[config.mk]
export PLATFORM = sky130hd
export DESIGN_NAME = vga_rx_timing
export DESIGN_NICKNAME = d
export VERILOG_FILES = /design/src/rtl/vga_rx_timing.sv
export SDC_FILE = /design/constraint.sdc
export NUM_CORES = 1
export LEC_CHECK = 0
export ABC_AREA = 1
export BUFFER_PORTS_ARGS = -buffer_cell sky130_fd_sc_hd__buf_2
export CORE_MARGIN = 10
export CORE_UTILIZATION = 50
export DETAILED_ROUTE_END_ITERATION = 6
export GPL_TIMING_DRIVEN = 0
export HOLD_SLACK_MARGIN = 0.12
export PLACE_DENSITY = 0.74
export SLEW_MARGIN = 10
export SYNTH_ARGS = -nofsm -noshare
export SYNTH_HDL_FRONTEND = slang
export SYNTH_SLANG_ARGS = --single-unit
[constraint.sdc]
create_clock -name dclk -period 3.2 [get_ports dclk]
set_input_delay 0.48 -clock dclk [delete_from_list [all_inputs] [get_ports dclk]]
set_output_delay 0.48 -clock dclk [all_outputs]
set_load 0.03 [all_outputs]
[src/rtl/vga_rx_timing.sv]
// Sink-side 640x480 VGA timing recovery: rebuilds x/y from the sync edges, checks the sync
// timing, declares lock after clean frames and emits qualified pixels.
module vga_rx_timing #(
   parameter int unsigned HPIXELS     = 800,
   parameter int unsigned VLINES      = 521,
   parameter int unsigned HPULSE      = 96,
   parameter int unsigned VPULSE      = 2,
   parameter int unsigned HBP         = 144,
   parameter int unsigned HFP         = 784,
   parameter int unsigned VBP         = 31,
   parameter int unsigned VFP         = 511,
   parameter int unsigned LOCK_FRAMES = 2
) (
   input  logic       dclk,
   input  logic       clr,
   input  logic       hsync_in,
   input  logic       vsync_in,
   input  logic [2:0] red_in,
   input  logic [2:0] green_in,
   input  logic [1:0] blue_in,
   output logic [9:0] x,
   output logic [8:0] y,
   output logic [7:0] pixel,
   output logic       pixel_valid,
   output logic       frame_start,
   output logic       locked,
   output logic       hsync_err,
   output logic       vsync_err,
   output logic [9:0] line_len,
   output logic [9:0] frame_lines
);

   localparam logic [9:0] CNT_MAX   = 10'd1023;
   localparam logic [9:0] H_LAST    = 10'(HPIXELS - 1);
   localparam logic [9:0] H_PW_LAST = 10'(HPULSE - 1);
   localparam logic [9:0] V_LAST    = 10'(VLINES - 1);
   localparam logic [9:0] V_PW_LAST = 10'(VPULSE - 1);
   localparam logic [9:0] H_BP      = 10'(HBP);
   localparam logic [9:0] H_FP      = 10'(HFP);
   localparam logic [9:0] V_BP      = 10'(VBP);
   localparam logic [9:0] V_FP      = 10'(VFP);

   typedef enum logic [1:0] {StSearch, StVerify, StLocked} lock_state_e;

   lock_state_e state_q, state_d;
   logic [7:0]  good_q, good_d;
   logic        hs1_q, vs1_q, hs2_q, vs2_q;
   logic [7:0]  rgb1_q, rgb2_q;
   logic [9:0]  hcnt_q, hcnt_d, vcnt_q, vcnt_d;
   logic        h_armed_q, h_armed_d, v_armed_q, v_armed_d;
   logic        h_fall, h_rise, v_fall, v_rise;
   logic        h_sat, h_err, v_err, err;
   logic        in_win, valid_d;

   function automatic logic [9:0] sat_inc(input logic [9:0] v);
      return (v == CNT_MAX) ? v : v + 10'd1;
   endfunction

   // Syncs idle high out of reset so release cannot fake an edge.
   always_ff @(posedge dclk or posedge clr) begin
      if (clr) begin
         hs1_q  <= 1'b1;
         vs1_q  <= 1'b1;
         hs2_q  <= 1'b1;
         vs2_q  <= 1'b1;
         rgb1_q <= 8'd0;
         rgb2_q <= 8'd0;
      end else begin
         hs1_q  <= hsync_in;
         vs1_q  <= vsync_in;
         rgb1_q <= {red_in, green_in, blue_in};
         hs2_q  <= hs1_q;
         vs2_q  <= vs1_q;
         rgb2_q <= rgb1_q;
      end
   end

   assign h_fall = hs2_q & ~hs1_q;
   assign h_rise = ~hs2_q & hs1_q;
   assign v_fall = vs2_q & ~vs1_q;
   assign v_rise = ~vs2_q & vs1_q;

   always_comb begin
      hcnt_d = sat_inc(hcnt_q);
      if (h_fall) hcnt_d = 10'd0;
      vcnt_d = vcnt_q;
      if (v_fall) vcnt_d = 10'd0;
      else if (h_fall) vcnt_d = sat_inc(vcnt_q);

      // Fires once on the climb into saturation, not while parked there.
      h_sat = ~h_fall & (hcnt_q == CNT_MAX - 10'd1);
      h_err = h_sat | (h_armed_q & h_fall & (hcnt_q != H_LAST))
                    | (h_armed_q & h_rise & (hcnt_q != H_PW_LAST));
      v_err = v_armed_q & ((v_fall & (~h_fall | (vcnt_q != V_LAST)))
                         | (v_rise & (~h_fall | (vcnt_q != V_PW_LAST))));
      err   = h_err | v_err;

      h_armed_d = h_armed_q | h_fall;
      if (h_err) h_armed_d = 1'b0;
      v_armed_d = v_armed_q | v_fall;
   end

   always_comb begin
      state_d = state_q;
      good_d  = good_q;
      case (state_q)
         StSearch: begin
            if (v_fall && !err) begin
               state_d = StVerify;
               good_d  = 8'd0;
            end
         end
         StVerify: begin
            if (err) state_d = StSearch;
            else if (v_fall) begin
               if (({24'd0, good_q} + 32'd1) >= LOCK_FRAMES) state_d = StLocked;
               else good_d = good_q + 8'd1;
            end
         end
         StLocked: begin
            if (err) state_d = StSearch;
         end
         default: state_d = StSearch;
      endcase
   end

   // Qualify on the next lock state so pixels stop in the same cycle lock drops.
   assign in_win  = (hcnt_q >= H_BP) && (hcnt_q < H_FP) && (vcnt_q >= V_BP) && (vcnt_q < V_FP);
   assign valid_d = (state_d == StLocked) && in_win;

   always_ff @(posedge dclk or posedge clr) begin
      if (clr) begin
         state_q     <= StSearch;
         good_q      <= 8'd0;
         hcnt_q      <= 10'd0;
         vcnt_q      <= 10'd0;
         h_armed_q   <= 1'b0;
         v_armed_q   <= 1'b0;
         x           <= 10'd0;
         y           <= 9'd0;
         pixel       <= 8'd0;
         pixel_valid <= 1'b0;
         frame_start <= 1'b0;
         locked      <= 1'b0;
         hsync_err   <= 1'b0;
         vsync_err   <= 1'b0;
         line_len    <= 10'd0;
         frame_lines <= 10'd0;
      end else begin
         state_q     <= state_d;
         good_q      <= good_d;
         hcnt_q      <= hcnt_d;
         vcnt_q      <= vcnt_d;
         h_armed_q   <= h_armed_d;
         v_armed_q   <= v_armed_d;
         x           <= valid_d ? hcnt_q - H_BP : 10'd0;
         y           <= valid_d ? 9'(vcnt_q - V_BP) : 9'd0;
         pixel       <= valid_d ? rgb2_q : 8'd0;
         pixel_valid <= valid_d;
         frame_start <= valid_d && (hcnt_q == H_BP) && (vcnt_q == V_BP);
         locked      <= (state_d == StLocked);
         hsync_err   <= h_err;
         vsync_err   <= v_err;
         if (h_fall) line_len <= sat_inc(hcnt_q);
         if (v_fall) frame_lines <= sat_inc(vcnt_q);
      end
   end

endmodule

# After elaboration in Yosys (flattened, before gate mapping)
# Cells that the tools add are included.
[word_totals]
register_bits = 104
inputBits = 12
out_inout_bits = 52
[op_classes]
addsub = 6
n_lt_le_gt_ge = 5
n_eq_ne = 16
n_mux = 20
bitwise_logic = 25
n_reduce_logical = 12
[op_table]
columns = ["cell", "count"]
rows = [
  ["2-to-1 mux 10 bit", 6],
  ["2-to-1 mux 8 bit", 5],
  ["equality test 10 bit, second input constant", 3],
  ["adder 10 x 1 -> 10 bit, second input constant", 2],
  ["!= test 10 bit, second input constant", 2],
  ["one-hot mux 8 bit (2 select lines)", 1],
  ["bitwise AND 1 bit", 12],
  ["equality test 10 x 5 -> 1 bit, second input constant", 1],
  ["equality test 10 x 8 -> 1 bit, second input constant", 1],
  [">= comparator 10 x 5 -> 1 bit, second input constant", 1],
  [">= comparator 10 x 8 -> 1 bit, second input constant", 1],
  ["< comparator 10 bit, second input constant", 1],
  ["< comparator 10 x 9 -> 1 bit, second input constant", 1],
  ["2-to-1 mux 2 bit", 5],
  ["!= test 10 x 1 -> 1 bit, second input constant", 1],
  ["!= test 10 x 7 -> 1 bit, second input constant", 1],
  ["subtractor 10 x 8 -> 10 bit, second input constant", 1],
  ["adder 8 x 1 -> 9 bit, second input constant", 1],
  [">= comparator 9 x 2 -> 1 bit, second input constant", 1],
  ["2-to-1 mux 9 bit", 1],
  ["subtractor 9 x 5 -> 9 bit, second input constant", 1],
  ["adder 8 x 1 -> 8 bit, second input constant", 1],
  ["!= test 2 bit, second input constant", 4],
  ["bitwise OR 1 bit", 8],
  ["10 further kinds", 22],
]

# Logic depth before layout (Yosys ltp)
# Gate-level depths: netlist (run 1).
[depth]
ltp_word = 16
depth_mapped = 16

# Worst setup path after synthesis (run 1)
# Ideal clock, no wire load.
[synth_timing]
path_kind = "reg2reg"
startpoint = "reg hcnt_q[5]"
endpoint = "reg y[6]"
setup_ps = 68
arrival_time_ps = 1781
t_required_ps = 3132
path_slack_ps = 1352
stages_incl_launch_ff = 17
path_buffers = 2
synth_period_minus_slack_ps = 1848
cell_sequence = "dfrtp_1 inv_1 ha_1 nand3_1 nor2_1 nand2_1 nand2_1 nand2_2 nor2_4 nand2_2 nor2_4 nand2_2 nand2_2 nand2_2 buf_6 buf_12 nor2_4"
[synth_via]
elab_chain_cells = 12
elab_cells_between_ends = 23
classes_between = "order compare: 2; eq/ne: 4; mux: 5; bitwise: 6; reduce/logical: 6"
[synth_lines]
columns = ["element", "line_no", "source"]
rows = [
  ["from (decl)", "49", "logic [9:0] hcnt_q, hcnt_d, vcnt_q, vcnt_d;"],
  ["from (signal assigned)", "152", "hcnt_q <= hcnt_d;"],
  ["equality test 10 bit / != test 10 bit (equally long branches)", "91, 92", ""],
  ["bitwise AND 1 bit, on equally long branches", "91, 92", ""],
  ["bitwise OR 1 bit", "92", "h_err = h_sat | (h_armed_q & h_fall & (hcnt_q != H_LAST))"],
  ["bitwise OR 1 bit *", "93", "| (h_armed_q & h_rise & (hcnt_q != H_PW_LAST));"],
  ["bitwise OR 1 bit *", "96", "err = h_err | v_err;"],
  ["zero test 1 bit", "108", "if (v_fall && !err) begin"],
  ["logical AND 1 bit", "108", ""],
  ["2-to-1 mux 2 bit", "108", ""],
  ["one-hot mux 2 bit (3 select lines) *", "106", "case (state_q)"],
  ["via state_d[1]", "45", "lock_state_e state_q, state_d;"],
  ["equality test 2 bit *", "129", "assign valid_d = (state_d == StLocked) && in_win;"],
  ["logical AND 1 bit *", "129", ""],
  ["2-to-1 mux 9 bit *", "157", "y <= valid_d ? 9'(vcnt_q - V_BP) : 9'd0;"],
  ["to (signal assigned)", "157", ""],
  ["to (decl)", "22", "output logic [8:0] y,"],
]
# The timed path passes the listed nets; every way through them passes the cells marked *.
# A chain may end at the register's enable or synchronous reset.

# Final worst setup path (run 1)
[layout_timing]
startpoint = "reg vcnt_q[0]"
endpoint = "reg vcnt_q[2]"
[layout_via]
elab_chain_cells = 4
elab_cells_between_ends = 5
classes_between = "add/sub: 1; eq/ne: 1; mux: 3"
[layout_lines]
columns = ["element", "line_no", "source"]
rows = [
  ["from (decl)", "49", ""],
  ["from (signal assigned)", "153", "vcnt_q <= vcnt_d;"],
  ["adder 10 x 1 -> 10 bit / equality test 10 bit (equally long branches)", "56", "return (v == CNT_MAX) ? v : v + 10'd1;"],
  ["2-to-1 mux 10 bit *", "n/a", ""],
  ["2-to-1 mux 10 bit *", "88", "else if (h_fall) vcnt_d = sat_inc(vcnt_q);"],
  ["2-to-1 mux 10 bit *", "87", "if (v_fall) vcnt_d = 10'd0;"],
]
# Mark *: on every way between the ends. The rest lies on a longest branch, timed or not. The select of a mux whose other input is x is not followed.

==> results of run 1 <==
[cell type report]
class / count / share of cell area
plain buffers: 10 / 0.0139
clock buffers: 9 / 0.0242
clock inverters: 7 / 0.0142
inverters: 63 / 0.0469
multi-input cells: 287 / 0.296
flip-flops and latches: 104 / 0.509
well taps: 108 / 0.0264
repair buffers: 65 / 0.0694
[critical path, cell delays in order, from the launching register on]
cell and delay (ns):
sky130_fd_sc_hd__dfrtp_1 0.47, sky130_fd_sc_hd__ha_1 0.24, sky130_fd_sc_hd__nand2_1 0.09, sky130_fd_sc_hd__nor2_2 0.23
sky130_fd_sc_hd__nand3_1 0.20, sky130_fd_sc_hd__nor3_2 0.40, sky130_fd_sc_hd__inv_1 0.22, sky130_fd_sc_hd__a21oi_1 0.17
sky130_fd_sc_hd__a31o_2 0.11
[layer usage]
layer  GRT usage  vias up  routed length, um
li1            -     1612                  -
met1       0.182     1549               4080
met3      0.0477       10                429
met5           0        -                  0
met2       0.258       51               4770
met4      0.0376        0                 96
[worst paths after layout]
kind / start / end / slack, ns / cells after the start
max in group asynchronous: clr / hs2_q / 2.06 / 4
min: clr / rgb1_q[5] / 0.19 / 2
max: vcnt_q[0] / vcnt_q[2] / 1.01 / 8
min in group dclk: vsync_in / vs1_q / 0.20 / 1
max reg2reg: vcnt_q[0] / vcnt_q[2] / 1.01 / 8
min reg2reg: rgb1_q[6] / rgb2_q[6] / 0.36 / 0
[state kept, by name (all words and copies together), names as in the netlist, 2 cells and up]
| register | flops |
|---|---|
| frame_lines | 10 |
| hcnt_q | 10 |
| line_len | 10 |
| vcnt_q | 10 |
| x | 10 |
| y | 9 |
| good_q | 8 |
| pixel | 8 |
| rgb1_q | 8 |
| rgb2_q | 8 |
| state_q | 2 |
[kinds of logic after synthesis]
group | after synthesis | synth area share
buffers and inverters | 73 | 0.0695
adders and majority gates | 11 | 0.0311
AOI/OAI and AO/OA | 56 | 0.0675
and+or+nand+nor | 205 | 0.214
DFF | 104 | 0.589
xor gates and xnor gates | 15 | 0.0297
[cell usage in the layout (no fill, tap or decap), types with 5 or more instances in the layout]
master / synthesis / final
sky130_fd_sc_hd__nor3_1: 6 / 6
sky130_fd_sc_hd__buf_2: 2 / 65
sky130_fd_sc_hd__nor2_1: 67 / 67
sky130_fd_sc_hd__nand3_1: 24 / 24
sky130_fd_sc_hd__o21ai_0: 35 / 35
sky130_fd_sc_hd__dfrtp_1: 100 / 100
sky130_fd_sc_hd__xor2_1: 12 / 12
sky130_fd_sc_hd__clkbuf_1: 5 / 5
sky130_fd_sc_hd__nand4_1: 5 / 5
sky130_fd_sc_hd__ha_1: 11 / 11
sky130_fd_sc_hd__nor2_4: 12 / 12
sky130_fd_sc_hd__a21oi_1: 8 / 8
sky130_fd_sc_hd__o22ai_1: 6 / 6
sky130_fd_sc_hd__clkbuf_8: 0 / 9
sky130_fd_sc_hd__inv_1: 59 / 58
sky130_fd_sc_hd__nand2_1: 78 / 78
sky130_fd_sc_hd__nand2_2: 6 / 6
[power groups by stage]
stage,Sequential [mW],Combinational [mW],Clock (mW)
detailed placement,1.48,0.376,0
global placement,1.47,0.360,0
floorplan,1.54,0.198,0
CTS,1.45,0.378,0.833
global route,1.46,0.423,0.882
finish,1.45,0.370,0.806
[through the flow]
step,instances,hold WS (ns)
floorplan,464,0.331
global placement,635,0.332
detailed placement,637,0.336
CTS,653,0.184
global route,653,0.177
finish,653,0.193
==> results.md, run 1 <==
• 1.00 — Async S/R FF share, synth
• 7.17 mm — DPL Wire Length
• register to register — kind of critical path
• 0.536 — worst slew margin relative to its limit
• 5120 um2 — final instance area
• 487 — net count after synthesis
• 0.0133 ns — Setup Skew
• 464 — Syn Inst Count
• 0 — post-CTS setup buffer count
• sky130_fd_sc_hd__dfrtp_1 — cell type with the largest total area after synthesis
• 9 — TritonCTS buffer count
• 0.308 — switching part of the total
• 0.565 — fraction of synthesized cell area taken by the top area cell type
• 4 — number of optimization iterations in the first detailed-route pass
• 14.4 um — average detailed-routed wire length per instance
• 30 — Yosys cell types
• 1.01 ns — crit path setup slack, layout
• 0 — Post-synth EDFFs
• 810 uW — net switching power figure
• 0 — total of warnings raised by yosys
• 798 — Filler Cells Inserted
• 6 — worst-path maximum fanout
• 16.1 mm — global-route wire length before repair
• 3 — htree depth
• 92 — initial detailed-routing violation count
• 114 um — Die W
• 0.218 — share of post-route cells with drive strength above 1
• 9.38 mm — Detailed Route WL
• 4920 um2 — Cell Area, Placed
• 0.685 — share of the cycle needed by the critical path after routing
• 0 — final number of setup-violating endpoints
• 3.52 ns — Critical Path RT
• 0 — Post-route DRC
• sky130_fd_sc_hd__dfrtp_1 — library cell with the highest instance count after synthesis
• 15.6% — area delta synth->final
• 34 — row count
• 4430 um2 — Netlist Area Pre-Place
• 0.152 — total track usage
• 2.63 mW — total power of the final layout
• 104 — clock sink total
• 0 — final number of hold-violating endpoints
• 2610 um2 — footprint of the flip-flops and latches
• 513 nW/um2 — power per cell area
• 0 — count of hold-fix buffers inserted at cts
• 13000 um2 — Die ar.
• 0.457 GHz — Max Fclk
• yes — clock tree from TritonCTS
• register — endpoint class of the critical path
• 9.55 um2 — Avg Synthesized Cell Area
• 2.19 ns — final critical path time including I/O delays and setup
• 0 — max-capacitance violation count
• sky130_fd_sc_hd__dfrtp_1 — leading register cell type out of synthesis
• 3287 — via count of the first global-routing pass
• register — startpoint types
• 0.141 — share of power burned in combinational logic
• 1.05 ns — pre-CTS setup slack
• 0.511 — initial standard-cell utilization of the core
• 0 — GR Overflow Total
• 100 x sky130_fd_sc_hd__dfrtp_1, 78 x sky130_fd_sc_hd__nand2_1, 67 x sky130_fd_sc_hd__nor2_1 — top cells by count, synth
• 8680 um2 — core region area
• false — setup repair after global routing missed its margin
• 0 — antenna violations before repair
• 104 — Synth Register Bits
• 2 — maximum root-to-sink buffer count
• 0 — antenna diode count
• 0.894 — routability congestion estimate
• 0 — Post-CTS Resized
• 0 — max-slew violations
• primary input to async pin — Hold WC Path Type
• 2.51 ns — data arrival time of the critical path
• 0.695 ns — slew at the pin with the worst max-slew slack
• 40 — largest net degree at the start of global routing
• 1520 um2 — multi-input logic area
• 0 ns — sum of negative setup slack
• 0.418 mV — largest vdd supply drop
• 1.82 mW — internal power component
• sky130_fd_sc_hd__dfrtp_1 56%, sky130_fd_sc_hd__nand2_1 6.6%, sky130_fd_sc_hd__nor2_1 5.7% — ranking of synthesized cells by area
• 2.67 nW — Leakage Power
• 3222 — vias after detailed routing
• 0.11 ns — clock-pin slew on the worst setup and hold paths
• complete, no violations — run status
• 64 — io pins
• 0 — antenna-violating nets left
• 0.37 ns — clock latency reported for the late side of the worst-skew pair
• 0.590 — Util after Layout
• 114 um — die height
• 4.93 — detail-routed via count per cell
• sky130_fd_sc_hd__clkbuf_8 — CTS Root Cell
• 63 — Port Buffer Count
• 0.307 — Clock power frac
• 0.552 — sequential cell fraction of total power
• 563 — number of nets in the finished design
• 0.589 — post-synthesis sequential area ratio
No activity file was read; power rests on OpenSTA's default activity.
==> run 2, diff against run 1 <==
--- a/config.mk
+++ b/config.mk
@@ -12,7 +12,7 @@
 export DETAILED_ROUTE_END_ITERATION = 6
 export GPL_TIMING_DRIVEN = 0
 export HOLD_SLACK_MARGIN = 0.12
-export PLACE_DENSITY = 0.74
+export PLACE_DENSITY = 0.71
 export SLEW_MARGIN = 10
 export SYNTH_ARGS = -nofsm -noshare
 export SYNTH_HDL_FRONTEND = slang
==> constraint.sdc (replaced) <==
create_clock -name dclk -period 2.25 [get_ports dclk]
set_input_delay 0.3375 -clock dclk [delete_from_list [all_inputs] [get_ports dclk]]
set_output_delay 0.3375 -clock dclk [all_outputs]
set_load 0.03 [all_outputs]
==> results.md, run 2 (synthesized netlist as in run 1, its figures left out) <==
• complete, no violations — run status
• 98 x sky130_fd_sc_hd__dfrtp_1, 78 x sky130_fd_sc_hd__nand2_1, 67 x sky130_fd_sc_hd__nor2_1 — commonest cells after routing, fill and taps aside
• 0.546 mV — largest vdd supply drop
• 0.15 ns — slack of the worst reg-to-reg path
• 114 um — die height
• 0.316 — switching part of the total
• yes — clock tree from TritonCTS
• 0 — max-slew violations
• register — endpoint class of the critical path
• 4 — number of optimization iterations in the first detailed-route pass
• 674 — filler-free cell count of the finished design
• 0 — Hold Path Stages
• 104 — clock sink total
• register — startpoint types
• 0 — final number of setup-violating endpoints
• 9 — TritonCTS buffer count
• 0.934 — routability congestion estimate
• 1.23 mW — net switching power figure
• 2.57 ns — Critical Path RT
• 0.151 — share of power burned in combinational logic
• 109 — initial detailed-routing violation count
• 34 — row count
• 2610 um2 — footprint of the flip-flops and latches
• 63 — Port Buffer Count
• 0.676 — worst slew margin relative to its limit
• 1550 um2 — multi-input logic area
• 0.486 ns — slew at the pin with the worst max-slew slack
• 0.0503 ns — pre-CTS setup slack
• 0 — max-capacitance violation count
• 3 — buffers plus inverters on the worst setup path
• register to register — Hold WC Path Type
• 2 — maximum root-to-sink buffer count
• 114 um — Die W
• 3384 — via count of the first global-routing pass
• 16.1 mm — global-route wire length before repair
• 10 — worst-path maximum fanout
• 4.91 — detail-routed via count per cell
• 2.42 ns — data arrival time of the critical path
• sky130_fd_sc_hd__clkbuf_8 — CTS Root Cell
• 8680 um2 — core region area
• 0.42 ns — largest stage delay on the critical path
• 0 — GR Overflow Total
• 13.9 um — average detailed-routed wire length per instance
• 21.6% — area delta synth->final
• 9.37 mm — Detailed Route WL
• 3 — htree depth
• 0 — antenna-violating nets left
• 15 — depth of the worst register-to-register path
• 0.150 — total track usage
• 0 ns — sum of negative setup slack
• 64 — io pins
• simple AND/OR/NAND/NOR gates — kind of cell with the highest combined delay on the critical path
• rgb2_q[2] — Worst Hold End
• 0.531 — sequential cell fraction of total power
• 0.155 ns — crit path setup slack, layout
• 760 — Filler Cells Inserted
• 13000 um2 — Die ar.
• register to register — kind of critical path
• 0.0152 ns — Setup Skew
• 2.80 nW — Leakage Power
• 0 — Post-route DRC
• pixel[0] — critical register-to-register path endpoint
• 0.477 GHz — Max Fclk
• 0 — final number of hold-violating endpoints
• 0.931 — share of the cycle needed by the critical path after routing
• 584 — number of nets in the finished design
• 0.318 — Clock power frac
• rgb1_q[2] — Hold Path Origin
• 722 nW/um2 — power per cell area
• 15 — depth of the critical timing path with buffers and inverters included
• 0.38 ns — clock latency reported for the late side of the worst-skew pair
• 0.239 — share of post-route cells with drive strength above 1
• 0 — antenna violations before repair
• sky130_fd_sc_hd__dfrtp_1 — commonest non-fill, non-tap cell in the layout
• 2.10 ns — final critical path time including I/O delays and setup
• hcnt_q[0] — beginning of the worst register-to-register path
• sky130_fd_sc_hd__nand2_2 — Worst path most repeated cell
• 6.81 mm — DPL Wire Length
• sky130_fd_sc_hd__dfrtp_1 — Critical Path Slowest Stage Cell
• 36 — largest net degree at the start of global routing
• ha_1 -> inv_1 -> nor2_4 -> nand2_1 -> nand2_1 -> nand2_2 -> nor2_4 -> nand2_2 -> nor2_4 -> nand2_2 -> nand2_2 -> nand2_2 -> buf_6 -> buf_12 -> nor2_4 — critical-path cell list
• 3310 — vias after detailed routing
• 2.66 mW — internal power component
• 0 — antenna diode count
• 0.511 — initial standard-cell utilization of the core
• 0.12 ns — clock-pin slew on the worst setup and hold paths
• 638 — Post-Place Cells
• 0.621 — Util after Layout
-- run 2: changes by cell type in the layout (fill, tap and decap cells not counted), moves of 2 or more --
| cell | change |
|---|---|
| sky130_fd_sc_hd__dlygate4sd3_1 | +11 |
| sky130_fd_sc_hd__buf_4 | +10 |
| sky130_fd_sc_hd__clkinv_8 | +3 |
| sky130_fd_sc_hd__inv_6 | -3 |
| sky130_fd_sc_hd__dfrtp_1 | -2 |
| sky130_fd_sc_hd__dfrtp_2 | +2 |
-- run 2: layer usage --
| layer | vias to the layer above | wire, um | track usage |
|---|---|---|---|
| met2 | 66 | 4820 | 0.258 |
| met3 | 9 | 491 | 0.0419 |
| li1 | 1652 | - | - |
| met4 | 0 | 106 | 0.0485 |
| met1 | 1583 | 3950 | 0.176 |
| met5 | - | 0 | 0 |
-- run 2: cell type report --
| class | count | area share |
|---|---|---|
| sequential | 104 | 0.484 |
| timing repair buffer | 86 | 0.103 |
| tap | 108 | 0.0251 |
| clock inverter | 7 | 0.0193 |
| clock buffer | 9 | 0.0230 |
| buffer | 10 | 0.0137 |
| inverter | 63 | 0.0446 |
| multi-input combinational | 287 | 0.287 |
-- run 2: metrics by stage --
step                      instance area, um2  hold WS, ns  total power [mW]
after floorplan                         4430        0.331              2.47
after global placement                  4880        0.332              2.61
after detailed placement                4940        0.316              2.64
after CTS                               5280        0.364              3.91
after global routing                    5390        0.376              4.09
final                                   5390        0.362              3.89
-- run 2: worst max path at each step --
stage / from / end / slack, ns
after floorplan: hcnt_q[5] / y[6] / 0.40
after global placement: clr / good_q[5] / 0.04
after detailed placement: vcnt_q[0] / vcnt_q[2] / 0.05
after CTS: vcnt_q[0] / vcnt_q[2] / 0.02
after global routing: hcnt_q[0] / pixel[4] / -0.02
final: hcnt_q[0] / pixel[0] / 0.15
-- run 2: repair_timing --
item / 4_1_cts / 5_1_grt
hold buffers: 11 / 0
buffers inserted: 0 / 9
endpoints found under the hold margin: 22 / 0
setup endpoints to repair: 0 / 38
gates resized for setup: 0 / 11
-- run 2: power groups by stage --
stage                     Clock (mW)  Sequential, mW  Combinational (mW)
after floorplan                    0            2.19               0.281
final                           1.24            2.06               0.589
after detailed placement           0            2.10               0.539
after CTS                       1.28            2.07               0.556
after global routing            1.34            2.08               0.660
after global placement             0            2.10               0.513
==> run 3, diff against run 2 <==
--- a/config.mk
+++ b/config.mk
@@ -5,7 +5,7 @@
 export SDC_FILE = /design/constraint.sdc
 export NUM_CORES = 1
 export LEC_CHECK = 0
-export ABC_AREA = 1
+export ABC_CLOCK_PERIOD_IN_PS = 2250
 export BUFFER_PORTS_ARGS = -buffer_cell sky130_fd_sc_hd__buf_2
 export CORE_MARGIN = 10
 export CORE_UTILIZATION = 50
==> results.md, run 3 <==
• 23.9% — area delta synth->final
• 0.364 ns — worst-case hold slack
• register — startpoint types
• 2.65 nW — Leakage Power
• -0.171 ns — pre-CTS setup slack
• 0.901 — routability congestion estimate
• 0 — max-slew violations
• 95 x sky130_fd_sc_hd__dfrtp_1, 75 x sky130_fd_sc_hd__buf_2, 34 x sky130_fd_sc_hd__nand2_1 — commonest cells after routing, fill and taps aside
• 0 — GR Overflow Total
• 104 — clock sink total
• 0 — antenna-violating nets left
• 5170 um2 — Cell Area, Placed
• register to register — Hold WC Path Type
• 5 — worst-path maximum fanout
• 712 nW/um2 — power per cell area
• 0.514 — sequential cell fraction of total power
• 0.312 — share of post-route cells with drive strength above 1
• 61 — Yosys cell types
• 116 um — die height
• 4 — number of optimization iterations in the first detailed-route pass
• 4640 um2 — Netlist Area Pre-Place
• register to register — kind of critical path
• sky130_fd_sc_hd__dfrtp_1 — cell type with the largest total area after synthesis
• 0 — final number of setup-violating endpoints
• 0 — max-capacitance violation count
• 0.0112 ns — Setup Skew
• 0.11 ns — clock-pin slew on the worst setup and hold paths
• 0.0178 — fraction of synthesized area in multiplexers
• yes — clock tree from TritonCTS
• sky130_fd_sc_hd__dfrtp_1 — leading register cell type out of synthesis
• 63 — Port Buffer Count
• 2 — maximum root-to-sink buffer count
• 0.562 — post-synthesis sequential area ratio
• 0.287 — Clock power frac
• 0.161 — total track usage
• 100 x sky130_fd_sc_hd__dfrtp_1, 34 x sky130_fd_sc_hd__nand2_1, 31 x sky130_fd_sc_hd__nor2_1 — top cells by count, synth
• 0 — final number of hold-violating endpoints
• 640 — filler-free cell count of the finished design
• 0.553 — worst slew margin relative to its limit
• 11.0 um2 — Avg Synthesized Cell Area
• 116 um — Die W
• sky130_fd_sc_hd__dfrtp_1 — commonest non-fill, non-tap cell in the layout
• 9 — TritonCTS buffer count
• 0.507 — initial standard-cell utilization of the core
• 17.1 um — average detailed-routed wire length per instance
• 10.9 mm — Detailed Route WL
• 443 — net count after synthesis
• 0.669 ns — slew at the pin with the worst max-slew slack
• 0.997 — share of the cycle needed by the critical path after routing
• 0 — total of warnings raised by yosys
• 64 — io pins
• simple AND/OR/NAND/NOR gates — dominant combinational cell family by area after synthesis
• 0 — Post-synth EDFFs
• 0.00754 ns — crit path setup slack, layout
• 2.52 ns — data arrival time of the critical path
• 3465 — via count of the first global-routing pass
• 3 — htree depth
• 0.628 — Util after Layout
• 35 — row count
• 17.3 mm — global-route wire length before repair
• 234 — initial detailed-routing violation count
• sky130_fd_sc_hd__clkbuf_8 — CTS Root Cell
• 0 — Post-route DRC
• 7.51 mm — DPL Wire Length
• 0.325 — switching part of the total
• 5750 um2 — final instance area
• 0 ns — sum of negative setup slack
• sky130_fd_sc_hd__dfrtp_1 54%, sky130_fd_sc_hd__ha_1 3.0%, sky130_fd_sc_hd__nand2_1 2.8% — ranking of synthesized cells by area
• 0.446 GHz — Max Fclk
• 4.09 mW — total power of the final layout
• 0.153 — synthesized-area fraction occupied by ao, oa, aoi and oai cells
• 2.76 mW — internal power component
• 0 — antenna diode count
• 32 — largest net degree at the start of global routing
• sky130_fd_sc_hd__dfrtp_1 — library cell with the highest instance count after synthesis
• 13500 um2 — Die ar.
• 420 — Syn Inst Count
• 0.550 mV — largest vdd supply drop
• 5.52 — detail-routed via count per cell
• 0.540 — fraction of synthesized cell area taken by the top area cell type
• 1.33 mW — net switching power figure
• 9150 um2 — core region area
• complete, no violations — run status
• 0.38 ns — clock latency reported for the late side of the worst-skew pair
• 547 — number of nets in the finished design
• 2.53 ns — Critical Path RT
• 0.199 — share of power burned in combinational logic
• 3534 — vias after detailed routing
• 1.00 — Async S/R FF share, synth
• 104 — Synth Register Bits
• 2.24 ns — final critical path time including I/O delays and setup
• 0.0297 — adder-cell area share of the yosys netlist
• 0.0378 — synthesized-area fraction occupied by xor and xnor cells
• 0 — antenna violations before repair
• 597 — Post-Place Cells
• register — endpoint class of the critical path
• 0.155 — post-synthesis simple-gate area fraction
## run 3: critical path: stages, from the launching register on
cell and delay, ns:
sky130_fd_sc_hd__dfrtp_2 0.44, sky130_fd_sc_hd__ha_4 0.16, sky130_fd_sc_hd__inv_1 0.05, sky130_fd_sc_hd__o2111a_1 0.26
sky130_fd_sc_hd__o211ai_1 0.35, sky130_fd_sc_hd__o211ai_1 0.17, sky130_fd_sc_hd__buf_4 0.18, sky130_fd_sc_hd__buf_4 0.15
sky130_fd_sc_hd__buf_6 0.13, sky130_fd_sc_hd__a221oi_4 0.27
## run 3: cells by family after synthesis
family | count (synthesis)
buffers and inverters | 44
xor gates and xnor gates | 20
DFF | 104
muxes | 8
AOI/OAI and AO/OA | 97
adders and majority gates | 11
and+or+nand+nor | 136
## run 3: area by class of cell
class	count	area, um2
fill	716	3400
sequential	104	2610
multi-input combinational	272	1940
timing repair buffer	94	632
buffer	31	171
tap	111	139
clock buffer	9	124
clock inverter	7	81.3
inverter	12	48.8
## run 3: final timing paths
kind,cells after the start,start,to,slack (ns)
max,9,good_q[0],x[6],0.008
min,0,rgb1_q[3],rgb2_q[3],0.36
max reg2reg,9,good_q[0],x[6],0.008
min reg2reg,0,rgb1_q[3],rgb2_q[3],0.36
max in group asynchronous,5,clr,vs2_q,0.82
min in group asynchronous,3,clr,pixel[7],0.59
## run 3: what timing repair did
action,4_1_cts,5_1_grt
cloned,0,2
buffers inserted,0,15
endpoints found under the hold margin,37,0
gates resized for setup,9,32
pin swaps,1,6
hold buffers,11,0
setup endpoints to repair,31,40
## run 3: layer usage
layer / up-vias / GRT usage / wire length, um
met5: - / 0 / 0
met4: 0 / 0.0492 / 126
met3: 11 / 0.0421 / 549
met2: 71 / 0.262 / 5510
met1: 1757 / 0.206 / 4760
li1: 1695 / - / -
## run 3: power by group through the flow
stage	sequential, mW	clock (mW)	combinational [mW]
floorplan	2.23	0	0.366
global placement	2.13	0	0.662
detailed placement	2.14	0	0.687
CTS	2.10	1.21	0.715
global route	2.12	1.28	0.895
finish	2.10	1.17	0.816
